===== src/rtl/freq_divider_pkg.sv =====
// Project-wide frequency constants and helpers for deriving divider geometry.
package freq_divider_pkg;

    localparam int unsigned BOARD_CLK_HZ = 50_000_000;
    localparam int unsigned GAME_TICK_HZ = 5;

    // A zero output rate yields 0 so the divider's guard can reject it.
    function automatic int unsigned half_period(input int unsigned in_hz, input int unsigned out_hz);
        return (out_hz == 0) ? 0 : in_hz / (2 * out_hz);
    endfunction

    function automatic int unsigned cnt_width(input int unsigned hp);
        return (hp <= 1) ? 1 : $clog2(hp);
    endfunction

endpackage


===== src/rtl/freq_divider.sv =====
// Divides clk_in down to a 50% square wave and a one-cycle tick on each rising edge.
module freq_divider
    import freq_divider_pkg::*;
#(
    parameter int unsigned CLK_IN_HZ  = BOARD_CLK_HZ,
    parameter int unsigned CLK_OUT_HZ = GAME_TICK_HZ
) (
    input  logic clk_in,
    input  logic rst_n,
    input  logic en,
    output logic clk_out,
    output logic tick
);

    localparam int unsigned HALF_PERIOD = half_period(CLK_IN_HZ, CLK_OUT_HZ);
    localparam int unsigned CNT_W       = cnt_width(HALF_PERIOD);
    localparam logic [CNT_W-1:0] TOP    = CNT_W'(HALF_PERIOD - 1);

    if (CLK_OUT_HZ == 0 || HALF_PERIOD < 1) begin : g_bad_params
        $error("freq_divider: CLK_OUT_HZ must be nonzero and HALF_PERIOD at least 1");
    end

    logic [CNT_W-1:0] count;

    // tick takes the pre-toggle inverse so it only fires on the 0->1 transition.
    always_ff @(posedge clk_in or negedge rst_n) begin
        if (!rst_n) begin
            count   <= '0;
            clk_out <= 1'b0;
            tick    <= 1'b0;
        end else if (en) begin
            if (count == TOP) begin
                count   <= '0;
                clk_out <= ~clk_out;
                tick    <= ~clk_out;
            end else begin
                count <= count + 1'b1;
                tick  <= 1'b0;
            end
        end else begin
            tick <= 1'b0;
        end
    end

endmodule


===== config.mk =====
export PLATFORM = sky130hd
export DESIGN_NAME = freq_divider
export DESIGN_NICKNAME = d
export VERILOG_FILES = /design/src/rtl/freq_divider_pkg.sv /design/src/rtl/freq_divider.sv
export SDC_FILE = /design/constraint.sdc
export NUM_CORES = 1
export LEC_CHECK = 0
export CORE_MARGIN = 5
export CORE_UTILIZATION = 59
export DETAILED_ROUTE_END_ITERATION = 10
export HOLD_SLACK_MARGIN = 0.08
export PLACE_DENSITY = 0.78
export SETUP_SLACK_MARGIN = 0.3
export SLEW_MARGIN = 15
export SYNTH_ARGS = -nofsm -noshare
export SYNTH_HDL_FRONTEND = slang
export SYNTH_SLANG_ARGS = --single-unit

===== constraint.sdc =====
create_clock -name clk_in -period 2.7 [get_ports clk_in]
set_input_delay 0.405 -clock clk_in [delete_from_list [all_inputs] [get_ports clk_in]]
set_output_delay 0.405 -clock clk_in [all_outputs]
set_load 0.01 [all_outputs]

# ---- Yosys cells after proc, flatten, opt, wreduce, memory -nomap -nowiden
# Index checks and enable logic that the tools add are counted.
dict set report op_classes {
  addsub 1
  multipliers 0
  n_div 0
  magnitude_cmp 0
  n_eq_ne 1
  shift 0
  n_mux 3
  bitwise 1
  n_reduce_logical 1
}
# cell count
set ops {}
lappend ops {{23-bit by 1-bit adder with 23-bit output (second input constant)} 1}
lappend ops {{23-bit equality test (second input constant)} 1}
lappend ops {{23-bit 2-to-1 mux} 1}
lappend ops {{1-bit 2-to-1 mux} 2}
lappend ops {{2-bit AND reduction} 1}
lappend ops {{1-bit inverter} 1}
dict set report word_totals {
  regBits 25
  latchBits 0
  mem_bits_rw 0
  mem_bits_ro 0
  input_bits 3
  output_inout_bits 2
  word_cells 10
  memories 0
}

# ---- Longest topological paths before layout
dict set report logic_depth {
  word_depth 3
  depth_mapped 5
  ltp_nobuf 5
}

# ---- Least setup slack after synthesis
# OpenSTA, ideal clock, no wires.
dict set report synth_path {
  path_kind {input port to flip-flop}
  startpoint {in en}
  endpoint {reg count[20]}
  t_arrival_ns 1.559
  required_ns 2.577
  path_slack_ns 1.019
  path_stages 5
  n_path_buf 1
  path_cell_list {clkbuf_1 nand3_1 nor4_1 nand3_1 xnor2_1}
}
# item line
set synth_lines {}
lappend synth_lines {{from (decl)} freq_divider.sv:10} ;# input logic en,
lappend synth_lines {{to (signal assigned)} freq_divider.sv:37} ;# count <= count + 1'b1;
lappend synth_lines {{to (decl)} freq_divider.sv:23} ;# logic [CNT_W-1:0] count;

# ---- Worst setup path in the final report
dict set report layout_path {
  startpoint {reg count[2]}
  endpoint {reg clk_out}
}
dict set report layout_between {
  elab_chain_cells 2
}
# item line
set layout_rtl {}
lappend layout_rtl {{23-bit equality test} freq_divider.sv:32} ;# if (count == TOP) begin
lappend layout_rtl {{2-bit AND reduction (no line)} -}
lappend layout_rtl {{to (signal assigned)} freq_divider.sv:34} ;# clk_out <= ~clk_out;
lappend layout_rtl {{to (decl)} freq_divider.sv:11} ;# output logic clk_out,
# No other way between the ends.
# A chain may end at the register's enable or synchronous reset.

==> results_dict.tcl <==
set metrics [dict create \
    status "complete, no violations" \
    finalCriticalPeriod_ps 2019 \
    power_leakage_nw 0.5541 \
    endpoint_kind "flop" \
    cts_buffers 3 \
    cts.sinks 25 \
    die_h_um 56.42 \
    cts_buffer_depth 2 \
    antenna_found_initial 0 \
    worst_pin_slew_ps 490.5 \
    synthCells 125 \
    slew_headroom 0.6700 \
    dieArea_um2 3183 \
    ant_nets 0 \
    grt_overflow_total 0 \
    synth-main-ff-cell "dfrtp_1" \
    wl_per_cell_um 16.72 \
    drtIter0Drc 31 \
    grt_max_degree 26 \
    vias 1033 \
    cts_tree "done" \
    pin_count 5 \
    postSynthAreaPerCell_um2 10.17 \
    port_buffers 4 \
    peakVddDrop_uv 381.7 \
    fmax_mhz 495.2 \
    drc 0 \
    drv_cap 0 \
    htreeDepth 1 \
    power.density_nw_per_um2 555.9 \
    period_share 0.7479 \
    required_ps 2960 \
    reg2reg_setup_slack_ps 680 \
    final_nets 139 \
    yosysWarnings 0 \
    postCtsSetupBuffers 0 \
    reg2regPathDepth 4 \
    tns_ps 0 \
    cp_max_fo 14 \
    syn-num-nets 129 \
    drt-total-wl_um 2692 \
    gp_congestion 0.8234 \
    clk_pin_slew_worst_paths_ps 130 \
    synthToLayoutAreaGrowth_pct 9.055 \
    path_class "flop to flop" \
    drive_gt1_frac 0.1045 \
    n_antenna_cell 0 \
    critPathSlowestCell "or4_1" \
    cts.root.buffer_cell "clkbuf_4" \
    cts_resized 0 \
    fin_util 0.6925 \
    drv_slew 0 \
    setup_viol 0 \
    r2r_end "clk_out" \
    crit-reg2reg-launch "count[2]" \
    start_util 0.6350 \
    path_cells "nand4_2, or4_1, nor3_4, xor2_1" \
    setup_slack_ps 680.7 \
    synth_edf_count 0 \
    num_rows 16 \
    via_per_inst 6.416 \
    worstSetupStartpointType "flop" \
    drt_pre_antenna_iters 6 \
    crit_family "simple AND/OR/NAND/NOR gates" \
    ys_ff_latch 25 \
    yosysSeqAreaShare 0.4921 \
    holdBufCountCts 0 \
    pre_cts_ws_ps 656.6 \
    dpl.hpwl_um 1953 \
    hold_path_class "input port to asynchronous set/reset pin" \
    fin_hold_ws_ps 424.8 \
    synth-async-reset-ratio 1.000 \
    rsz0062_at_grt "no" \
    die_w_um 56.42 \
    max_stage_delay_ps 640 \
    track_usage 0.1894 \
    netlist_area_um2 1271 \
    core_um2 2002 \
    clk_latency_ps 320 \
    finClkSkew_ps 3.940 \
    hold_violations 0 \
    path_buf_inv 0 \
    grt_pass1_vias 1016 \
    grt_pass1_wl_um 4761 \
    synth_cell_types 35 \
    arrival_ps 2280 \
]
[report_power, final]
group | switching, mW | internal (mW)
logic | 0.0681 | 0.0545
registers | 0.0627 | 0.416
clock network | 0.111 | 0.0579
[sequential cells by signal, indices dropped and copies added (netlist names)]
name / cells
count: 23
tick: 1
clk_out: 1
[logic make-up (layout without fill, tap and decap cells)]
family	count (synthesis)	in the layout	synth area share
AO/OA/AOI/OAI	16	16	0.07775
XOR/XNOR	16	16	0.1102
adder cells (fa/ha/maj)	1	1	0.009841
buffers and inverters	5	14	0.01477
flip-flops	25	25	0.4921
multiplexers	1	1	0.007874
AND/OR/NAND/NOR	61	61	0.2874
[stage by stage]
step	instance area (um^2)	power, mW	instances
floorplan	1271	0.5601	125
finish	1386	0.7707	161
global route	1386	0.8132	161
global placement	1360	0.5957	157
detailed placement	1360	0.6060	157
CTS	1386	0.7701	161
[cells in the final DEF (no fill, tap or decap), types with 4 or more instances in the layout]
cell	count
clkdlybuf4s50_1	4
nor2_1	7
xnor2_1	14
nand4_1	7
dfrtp_1	25
nand3_1	8
o21ai_0	7
nor4_1	7
nand2_1	11
[area by class of cell]
cell class / count / area, um^2
Clock buffer: 4 / 26.28
Fill cell: 158 / 615.6
Inverter: 3 / 11.26
Multi-Input combinational cell: 95 / 626.9
Sequential cell: 25 / 625.6
Tap cell: 27 / 33.78
Timing Repair Buffer: 7 / 62.56
[routing by layer]
metal,GRT usage,part of all wire,routed length (um)
met2,0.2988,0.48,1291
met3,0.03440,0.036,96
met1,0.2540,0.47,1254
met5,0,0,0
met4,0.08136,0.018,49
[cell usage after synthesis, types with 2 or more instances]
cell type	number	share of area
clkbuf_1	2	0.0059
nor4_1	7	0.034
nand2_1	11	0.032
dfrtp_1	25	0.49
xnor2_1	14	0.096
xor2_1	2	0.014
and2_1	2	0.0098
nand3_1	8	0.031
nand4_1	7	0.034
inv_1	3	0.0089
nor3_1	3	0.012
nor2_1	7	0.021
and3_1	3	0.015
a21oi_1	3	0.012
a31oi_1	2	0.0098
o21ai_0	7	0.028
[worst max path at each step]
stage,depth (start not counted),slack [ps],to,start
after floorplan,5,1020,count[20],en
after global placement,5,680,count[19],en
after detailed placement,5,660,count[19],en
after CTS,4,690,clk_out,count[3]
after global routing,4,520,clk_out,count[3]
final,4,680,clk_out,count[2]
Power figures use the tool's default switching activity.
